## src/rtl/regf_mem_master_pkg.sv

```systemverilog
// Shared types and helpers for the regf mem-bus initiator.
package regf_mem_master_pkg;

  typedef enum logic [1:0] {
    OpRead  = 2'd0,
    OpWrite = 2'd1,
    OpRmw   = 2'd2,
    OpPoll  = 2'd3
  } op_e;

  typedef enum logic [2:0] {
    StIdle,
    StRd,
    StWr,
    StPgap,
    StRsp
  } state_e;

  // Widest data bus the merge helper supports; callers zero-extend and truncate.
  localparam int unsigned MaxDw = 64;

  function automatic logic [MaxDw-1:0] rmw_merge(input logic [MaxDw-1:0] old_val,
                                                 input logic [MaxDw-1:0] new_val,
                                                 input logic [MaxDw-1:0] mask);
    return (old_val & ~mask) | (new_val & mask);
  endfunction

endpackage

```

## src/rtl/regf_mem_master_if.sv

```systemverilog
// Register-file mem bus: single-cycle access with same-cycle read data and decode error.
interface regf_mem_master_if #(
  parameter int unsigned AW = 13,
  parameter int unsigned DW = 32
) ();

  logic          ena;
  logic [AW-1:0] addr;
  logic          wena;
  logic [DW-1:0] wdata;
  logic [DW-1:0] rdata;
  logic          err;

  modport master (
    output ena, addr, wena, wdata,
    input  rdata, err
  );

  modport slave (
    input  ena, addr, wena, wdata,
    output rdata, err
  );

endinterface

```

## src/rtl/regf_mem_master.sv

```systemverilog
// Command-to-mem-bus initiator for regf blocks: READ, WRITE, RMW and POLL.
// POLL retry logic is built only when REGF_MEM_MASTER_POLL_EN is defined.
module regf_mem_master
  import regf_mem_master_pkg::*;
#(
  parameter int unsigned AW       = 13,
  parameter int unsigned DW       = 32,
  parameter int unsigned POLL_MAX = 255
) (
  input  logic                 main_clk_i,
  input  logic                 main_rst_an_i,
  input  logic                 cmd_valid_i,
  output logic                 cmd_ready_o,
  input  logic [1:0]           cmd_op_i,
  input  logic [AW-1:0]        cmd_addr_i,
  input  logic [DW-1:0]        cmd_wdata_i,
  input  logic [DW-1:0]        cmd_mask_i,
  output logic                 rsp_valid_o,
  input  logic                 rsp_ready_i,
  output logic [DW-1:0]        rsp_rdata_o,
  output logic                 rsp_err_o,
  output logic                 rsp_timeout_o,
  regf_mem_master_if.master    mem,
  output logic                 busy_o
);

  state_e        state_q;
  op_e           op_q;
  logic [AW-1:0] addr_q;
  logic [DW-1:0] wdata_q;
  logic [DW-1:0] mask_q;

  logic          mem_ena_q;
  logic          mem_wena_q;
  logic [AW-1:0] mem_addr_q;
  logic [DW-1:0] mem_wdata_q;

  logic          rsp_valid_q;
  logic [DW-1:0] rsp_rdata_q;
  logic          rsp_err_q;

`ifdef REGF_MEM_MASTER_POLL_EN
  localparam int unsigned CntW = $clog2(POLL_MAX + 1);
  logic [CntW-1:0] poll_cnt_q;
  logic            rsp_timeout_q;
  logic            poll_hit;

  assign poll_hit      = ((mem.rdata ^ wdata_q) & mask_q) == '0;
  assign rsp_timeout_o = rsp_timeout_q;
`else
  assign rsp_timeout_o = 1'b0;
`endif

  always_ff @(posedge main_clk_i or negedge main_rst_an_i) begin
    if (!main_rst_an_i) begin
      state_q     <= StIdle;
      op_q        <= OpRead;
      addr_q      <= '0;
      wdata_q     <= '0;
      mask_q      <= '0;
      mem_ena_q   <= 1'b0;
      mem_wena_q  <= 1'b0;
      mem_addr_q  <= '0;
      mem_wdata_q <= '0;
      rsp_valid_q <= 1'b0;
      rsp_rdata_q <= '0;
      rsp_err_q   <= 1'b0;
`ifdef REGF_MEM_MASTER_POLL_EN
      poll_cnt_q    <= '0;
      rsp_timeout_q <= 1'b0;
`endif
    end else begin
      unique case (state_q)
        StIdle: begin
          if (cmd_valid_i) begin
            op_q        <= op_e'(cmd_op_i);
            addr_q      <= cmd_addr_i;
            wdata_q     <= cmd_wdata_i;
            mask_q      <= cmd_mask_i;
            rsp_rdata_q <= '0;
            rsp_err_q   <= 1'b0;
`ifdef REGF_MEM_MASTER_POLL_EN
            poll_cnt_q    <= '0;
            rsp_timeout_q <= 1'b0;
`endif
            case (op_e'(cmd_op_i))
              OpWrite: begin
                state_q     <= StWr;
                mem_ena_q   <= 1'b1;
                mem_wena_q  <= 1'b1;
                mem_addr_q  <= cmd_addr_i;
                mem_wdata_q <= cmd_wdata_i;
              end
`ifndef REGF_MEM_MASTER_POLL_EN
              // Unsupported in this build: answer with an error, never touch the bus.
              OpPoll: begin
                state_q     <= StRsp;
                rsp_valid_q <= 1'b1;
                rsp_err_q   <= 1'b1;
              end
`endif
              default: begin
                state_q     <= StRd;
                mem_ena_q   <= 1'b1;
                mem_wena_q  <= 1'b0;
                mem_addr_q  <= cmd_addr_i;
                mem_wdata_q <= '0;
              end
            endcase
          end
        end

        StRd: begin
          mem_ena_q   <= 1'b0;
          rsp_rdata_q <= mem.rdata;
          rsp_err_q   <= rsp_err_q | mem.err;
          case (op_q)
            OpRmw: begin
              if (mem.err) begin
                state_q     <= StRsp;
                rsp_valid_q <= 1'b1;
              end else begin
                state_q     <= StWr;
                mem_ena_q   <= 1'b1;
                mem_wena_q  <= 1'b1;
                mem_addr_q  <= addr_q;
                mem_wdata_q <= DW'(rmw_merge(MaxDw'(mem.rdata), MaxDw'(wdata_q),
                                             MaxDw'(mask_q)));
              end
            end
`ifdef REGF_MEM_MASTER_POLL_EN
            OpPoll: begin
              if (mem.err || poll_hit) begin
                state_q     <= StRsp;
                rsp_valid_q <= 1'b1;
              end else if (poll_cnt_q == CntW'(POLL_MAX)) begin
                state_q       <= StRsp;
                rsp_valid_q   <= 1'b1;
                rsp_timeout_q <= 1'b1;
              end else begin
                state_q    <= StPgap;
                poll_cnt_q <= poll_cnt_q + 1'b1;
              end
            end
`endif
            default: begin
              state_q     <= StRsp;
              rsp_valid_q <= 1'b1;
            end
          endcase
        end

        // Idle gap between poll reads keeps mem_ena_o from staying high.
        StPgap: begin
          state_q     <= StRd;
          mem_ena_q   <= 1'b1;
          mem_wena_q  <= 1'b0;
          mem_addr_q  <= addr_q;
          mem_wdata_q <= '0;
        end

        StWr: begin
          state_q     <= StRsp;
          mem_ena_q   <= 1'b0;
          mem_wena_q  <= 1'b0;
          rsp_err_q   <= rsp_err_q | mem.err;
          rsp_valid_q <= 1'b1;
        end

        StRsp: begin
          if (rsp_ready_i) begin
            state_q     <= StIdle;
            rsp_valid_q <= 1'b0;
          end
        end

        default: begin
          state_q <= StIdle;
        end
      endcase
    end
  end

  assign cmd_ready_o = (state_q == StIdle);
  assign busy_o      = (state_q != StIdle);
  assign rsp_valid_o = rsp_valid_q;
  assign rsp_rdata_o = rsp_rdata_q;
  assign rsp_err_o   = rsp_err_q;

  assign mem.ena   = mem_ena_q;
  assign mem.wena  = mem_wena_q;
  assign mem.addr  = mem_addr_q;
  assign mem.wdata = mem_wdata_q;

endmodule

```

## src/flat_wrapper.sv

```systemverilog
// flat-port wrapper written by rule: the top's interface ports become plain ports
module regf_mem_master_flat import regf_mem_master_pkg::*;
#(
  parameter int unsigned AW       = 13,
  parameter int unsigned DW       = 32,
  parameter int unsigned POLL_MAX = 255
)
  (main_clk_i, main_rst_an_i, cmd_valid_i, cmd_ready_o, cmd_op_i, cmd_addr_i, cmd_wdata_i, cmd_mask_i, rsp_valid_o, rsp_ready_i, rsp_rdata_o, rsp_err_o, rsp_timeout_o, busy_o, mem_ena, mem_addr, mem_wena, mem_wdata, mem_rdata, mem_err);
  regf_mem_master_if #(.AW(AW), .DW(DW)) mem_i ();
  input  logic main_clk_i;
  input  logic main_rst_an_i;
  input  logic cmd_valid_i;
  output logic cmd_ready_o;
  input  logic [1:0] cmd_op_i;
  input  logic [AW-1:0] cmd_addr_i;
  input  logic [DW-1:0] cmd_wdata_i;
  input  logic [DW-1:0] cmd_mask_i;
  output logic rsp_valid_o;
  input  logic rsp_ready_i;
  output logic [DW-1:0] rsp_rdata_o;
  output logic rsp_err_o;
  output logic rsp_timeout_o;
  output logic busy_o;
  output wire logic [$bits(mem_i.ena)-1:0] mem_ena;
  output wire logic [$bits(mem_i.addr)-1:0] mem_addr;
  output wire logic [$bits(mem_i.wena)-1:0] mem_wena;
  output wire logic [$bits(mem_i.wdata)-1:0] mem_wdata;
  input wire logic [$bits(mem_i.rdata)-1:0] mem_rdata;
  input wire logic [$bits(mem_i.err)-1:0] mem_err;
  assign mem_ena = mem_i.ena;
  assign mem_addr = mem_i.addr;
  assign mem_wena = mem_i.wena;
  assign mem_wdata = mem_i.wdata;
  assign mem_i.rdata = mem_rdata;
  assign mem_i.err = mem_err;
  regf_mem_master #(.AW(AW), .DW(DW), .POLL_MAX(POLL_MAX)) u_core (.main_clk_i(main_clk_i), .main_rst_an_i(main_rst_an_i), .cmd_valid_i(cmd_valid_i), .cmd_ready_o(cmd_ready_o), .cmd_op_i(cmd_op_i), .cmd_addr_i(cmd_addr_i), .cmd_wdata_i(cmd_wdata_i), .cmd_mask_i(cmd_mask_i), .rsp_valid_o(rsp_valid_o), .rsp_ready_i(rsp_ready_i), .rsp_rdata_o(rsp_rdata_o), .rsp_err_o(rsp_err_o), .rsp_timeout_o(rsp_timeout_o), .mem(mem_i), .busy_o(busy_o));
endmodule
```

## config.mk

```make
export PLATFORM = sky130hd
export DESIGN_NAME = regf_mem_master_flat
export DESIGN_NICKNAME = d
export VERILOG_FILES = /design/src/rtl/regf_mem_master_pkg.sv /design/src/rtl/regf_mem_master_if.sv /design/src/rtl/regf_mem_master.sv /design/src/flat_wrapper.sv
export SDC_FILE = /design/constraint.sdc
export NUM_CORES = 1
export LEC_CHECK = 0
export CORE_AREA = 4 4 125 127
export CTS_CLUSTER_SIZE = 20
export DETAILED_ROUTE_END_ITERATION = 6
export DIE_AREA = 0 0 129 131
export PLACE_DENSITY = 0.85
export SYNTH_ARGS = -nofsm -noshare
export SYNTH_HDL_FRONTEND = slang
export SYNTH_SLANG_ARGS = --single-unit
```

## constraint.sdc

```tcl
create_clock -name main_clk_i -period 4 [get_ports main_clk_i]
set_input_delay 1 -clock main_clk_i [delete_from_list [all_inputs] [get_ports main_clk_i]]
set_output_delay 1 -clock main_clk_i [all_outputs]
set_load 0.02 [all_outputs]
```

# Word level (Yosys, flattened, before mapping)
# Cells that the tools add are included.
# word_totals
out_inout_bits	84
reg_bits	163
# classes
n_mux	37
n_bitwise	5
n_reduce_logical	18
n_eq_ne	14
# ops
cell	n
two-way mux 32 bit	4
one-hot mux 32 bit (2 select lines)	2
one-hot mux 32 bit (3 select lines)	1
AND 32 bit	2
two-way mux 13 bit	4
one-hot mux 13 bit (3 select lines)	1
NOT 32 bit	1
OR 32 bit	1
one-hot mux 3 bit (5 select lines)	1
AND reduction 5 bit	3
two-way mux 1 bit	14
two-way mux 3 bit	4
nonzero test 3 bit	3
!= test 2 bit, second input constant	4
one-hot mux 1 bit (4 select lines)	2
AND reduction 2 bit	4
nonzero test 4 bit	2
equality test 3 x 2 -> 1 bit, second input constant	2
one-hot mux 3 bit (2 select lines)	1
equality test 2 bit, second input constant	2
!= test 2 x 1 -> 1 bit, second input constant	2
one-hot mux 1 bit (2 select lines)	2
nonzero test 2 bit	2
OR reduction 2 bit	2
other kinds (8)	8

# Longest topological paths before layout
# depth
depth_word	6
ltp_mapped	8

# Worst setup path after synthesis
# OpenSTA, ideal clock, no wires.
# synth_timing
kind	input to register
start	input mem_err
end	register u_core.mem_addr_q[10], in the netlist u_core.mem.addr[10]
slack_ns	1.707
path_buffers	1
arrival_time_ns	2.167
cell_stages	5
path_cell_list	nor3b_2 o21ai_2 a21oi_4 buf_8 mux2_4
# synth_via
elab_chain_len	2
# synth_rtl
element	line	rtl
start: declaration	flat_wrapper.sv:29	input wire logic [$bits(mem_i.err)-1:0] mem_err;
!= test 2 bit (no source line)	n/a	
AND reduction 5 bit (no source line)	n/a	
end signal: assignment	regf_mem_master.sv:91	mem_addr_q <= cmd_addr_i;
end signal: assignment	regf_mem_master.sv:106	mem_addr_q <= cmd_addr_i;
end signal: assignment	regf_mem_master.sv:126	mem_addr_q <= addr_q;
end: declaration	regf_mem_master.sv:35	logic [AW-1:0] mem_addr_q;
# No other way between the ends.
# A chain may end at the register's enable or synchronous reset.

# Worst setup path in the final report
# layout_timing
start	register u_core.state_q[0]
end	output cmd_ready_o
# layout_via
elab_chain_len	1
# layout_rtl
element	line	rtl
start: declaration	regf_mem_master.sv:27	state_e state_q;
start signal: assignment	regf_mem_master.sv:56	state_q <= StIdle;
start signal: assignment	regf_mem_master.sv:88	state_q <= StWr;
start signal: assignment	regf_mem_master.sv:97	state_q <= StRsp;
zero test 3 bit	regf_mem_master.sv:184	assign cmd_ready_o = (state_q == StIdle);
end: declaration	flat_wrapper.sv:13	output logic cmd_ready_o;
# No other way between the ends.

==> flow_summary.yaml <==
status:
  outcome: "complete, no violations"
floorplanning:
  die_y_um: 131
  die-area_um2: 16900
  fp.dieW_um: 129
  ios: 200
  coreArea_um2: 14400
  row_count: 44
  start_util: 0.526
cts:
  clockRootBuffer: "clkbuf_16"
  clock_latency_ps: 420
  cts_resized: 0
  clk_pin_slew_ps: 60
  tritoncts: "built"
  htreeDepth: 4
  cts_hold_buf: 0
  clockBufferDepth: 2
  cts_num_sinks: 163
  cts_buffers: 17
  post_cts.repair.setup_buffers: 0
layout:
  multi_input_area_um2: 3220
  final_cell_count_no_fill: 924
  nNetsFinal: 843
  drive_gt1_frac: 0.242
  finalCoreUtilization: 0.706
  diodes: 0
  register_area_um2: 4080
  num-fill-cells: 958
  syn_to_final_growth_pct: 34.4
setup_path:
  path_cells: "nor2_4 > nand2_1 > inv_2 > clkdlybuf4s50_1"
  cp.required_ps: 3000
  path_delay_family: "buffers and inverters"
  cp_slowest_cell: "clkdlybuf4s50_1"
  rr_worst_depth: 5
  crit_type: "reg2out"
  worstSetupEndpointType: "output pin"
  reg2reg_setup_slack_ps: 1610
  critPathMaxFanout: 12
  startpoint_type: "register"
  r2r-start: "u_core.state_q[2]"
  rr_endpoint: "u_core.mem.wdata[4]"
  endpoint: "cmd_ready_o"
  worst-path-stages: 4
  max_stage_delay_ps: 600
  crit_start: "u_core.state_q[0]"
  arrival_ps: 2080
  worst-path-buf-inv: 2
sta:
  period_needed_ps: 3080
  setup_violations: 0
  rsz0062_at_grt: "no"
  min_period_over_period: 0.769
  worst_pin_slew_ps: 891
  relSlewSlack: 0.404
  hold_viol: 0
  fin_tns_setup_ps: 0
  max_freq_mhz: 325
  fin_skew_ps: 11.5
  slew_violations: 0
yosys:
  synth-main-ff-cell: "dfrtp_1"
  yosysSeqAreaShare: 0.538
  yosysUniqueCellTypes: 37
  synth_area_um2: 7580
  synth_nets: 653
  async_reset_ff_frac: 1.00
  ys_ff_latch: 163
  synth_cells: 537
  ys.warnings.count: 0
  synth-edff-count: 0
  syn_avg_cell_area_um2: 14.1
placed_design:
  io_buffers: 198
  hpwlAfterDp_um: 12400
  dp_cells: 892
  gp_congestion: 0.878
global_route:
  overflow: 0
  antenna_found_initial: 0
  grt_pass1_vias: 5525
  grt_use_total: 0.224
  grt_max_degree: 113
  grt_pass1_wl_um: 29400
routing:
  ant_nets: 0
  first_pass_iters: 4
  avgViaCountPerCell: 5.49
  wl_um: 18600
  drt_iter0_markers: 295
  drc: 0
  routedWlPerCell_um: 20.1
  vias: 5077
hold_path:
  holdPathStages: 1
  min_path_type: "reg2reg"
pwr:
  fin_total_pwr_w: 0.00799
  ir_worst_vdd_mv: 0.542
  power_density_nw_per_um2: 784
  leakagePower_nw: 4.48
run:
  maxCapViolations: 0
state kept, by name (all words and copies together), names as in the netlist, 2 cells and up:
register / count
u_core.rsp_rdata_o: 32
u_core.mem.wdata: 32
u_core.addr_q: 13
u_core.mem.addr: 13
u_core.wdata_q: 32
u_core.state_q: 3
u_core.mask_q: 32
u_core.op_q: 2
stage by stage:
stage	hold WS (ps)	setup WS (ps)	cell area, µm²
after CTS	491	917	10200
after detailed placement	477	978	9610
after global placement	467	1040	9610
final	485	924	10200
after global routing	521	838	10200
after floorplan	458	1710	7580
report_power, final:
part           internal [W]  switching [W]  total, W
sequential          0.00245       0.000546   0.00300
combinational       0.00196        0.00146   0.00342
clock              0.000905       0.000659   0.00156
total               0.00532        0.00267   0.00799
kinds of logic (layout without fill, tap and decap cells):
family	Yosys count	count (layout)	share of synthesized area
other cells	1	1	0.000495
mux	170	170	0.301
flops	163	163	0.538
simple gates	85	85	0.0505
compound gates	79	79	0.0731
buf+inv	39	242	0.0373
routing by layer:
layer  vias up  wire length [µm]  GRT usage  part of all wire
met5         -                 0          0                 0
met4         0               354     0.0710             0.019
met3        32              1440     0.0793             0.078
met2       168              9090      0.365              0.49
met1      2597              7700      0.280              0.41
li1       2280                 -          -                 -
Yosys cell counts, drive strengths merged, types with 3 or more instances:
master     n  area (µm²)
dfrtp    163        4080
mux2     137        1950
nand2     71         267
o21ai     34         174
mux2i     33         330
o2bb2ai   32         280
buf       21         215
clkbuf    14        52.6
a21oi      5        36.3
inv        4        15.0
nand3b     3        22.5
nor2       3        18.8
layout by cell type, fill, tap and decap left out, types with 2 or more instances in the layout:
cell | synthesis | layout
mux2_4 | 108 | 108
buf_12 | 0 | 2
dfrtp_1 | 163 | 163
clkbuf_16 | 0 | 17
mux2_1 | 8 | 8
inv_1 | 3 | 3
clkbuf_8 | 0 | 3
o2bb2ai_1 | 32 | 32
clkinvlp_4 | 0 | 3
clkinv_4 | 0 | 4
clkinv_2 | 0 | 4
a21o_1 | 2 | 2
a21oi_1 | 4 | 4
nor2_1 | 2 | 2
mux2_2 | 21 | 21
nand2_1 | 71 | 70
clkdlybuf4s50_1 | 0 | 197
o21ai_0 | 33 | 33
buf_4 | 3 | 6
nand3b_1 | 3 | 3
mux2i_1 | 33 | 33
worst reg2reg max path, stage by stage, from the launching register on:
cell and delay, ps:
dfrtp_1 600, nor2_1 110, nand2_2 660, buf_4 470
o2bb2ai_1 160, mux2_4 280
how the worst min path moves through the flow:
stage	start	end	slack (ps)
finish	u_core.wdata_q[28]	u_core.wdata_q[28]	480
global route	u_core.wdata_q[31]	u_core.wdata_q[31]	520
CTS	u_core.wdata_q[28]	u_core.wdata_q[28]	490
detailed placement	u_core.wdata_q[4]	u_core.wdata_q[4]	480
global placement	u_core.wdata_q[31]	u_core.wdata_q[31]	470
floorplan	u_core.wdata_q[14]	u_core.wdata_q[14]	460
cell type report:
| type | count | share of cell area |
|---|---|---|
| multi-input combinational | 335 | 0.316 |
| clock inverter | 12 | 0.0106 |
| clock buffer | 20 | 0.0458 |
| tap | 184 | 0.0226 |
| inverter | 4 | 0.00147 |
| timing repair buffer | 206 | 0.203 |
| sequential | 163 | 0.400 |
(Power assumes the default switching activity.)
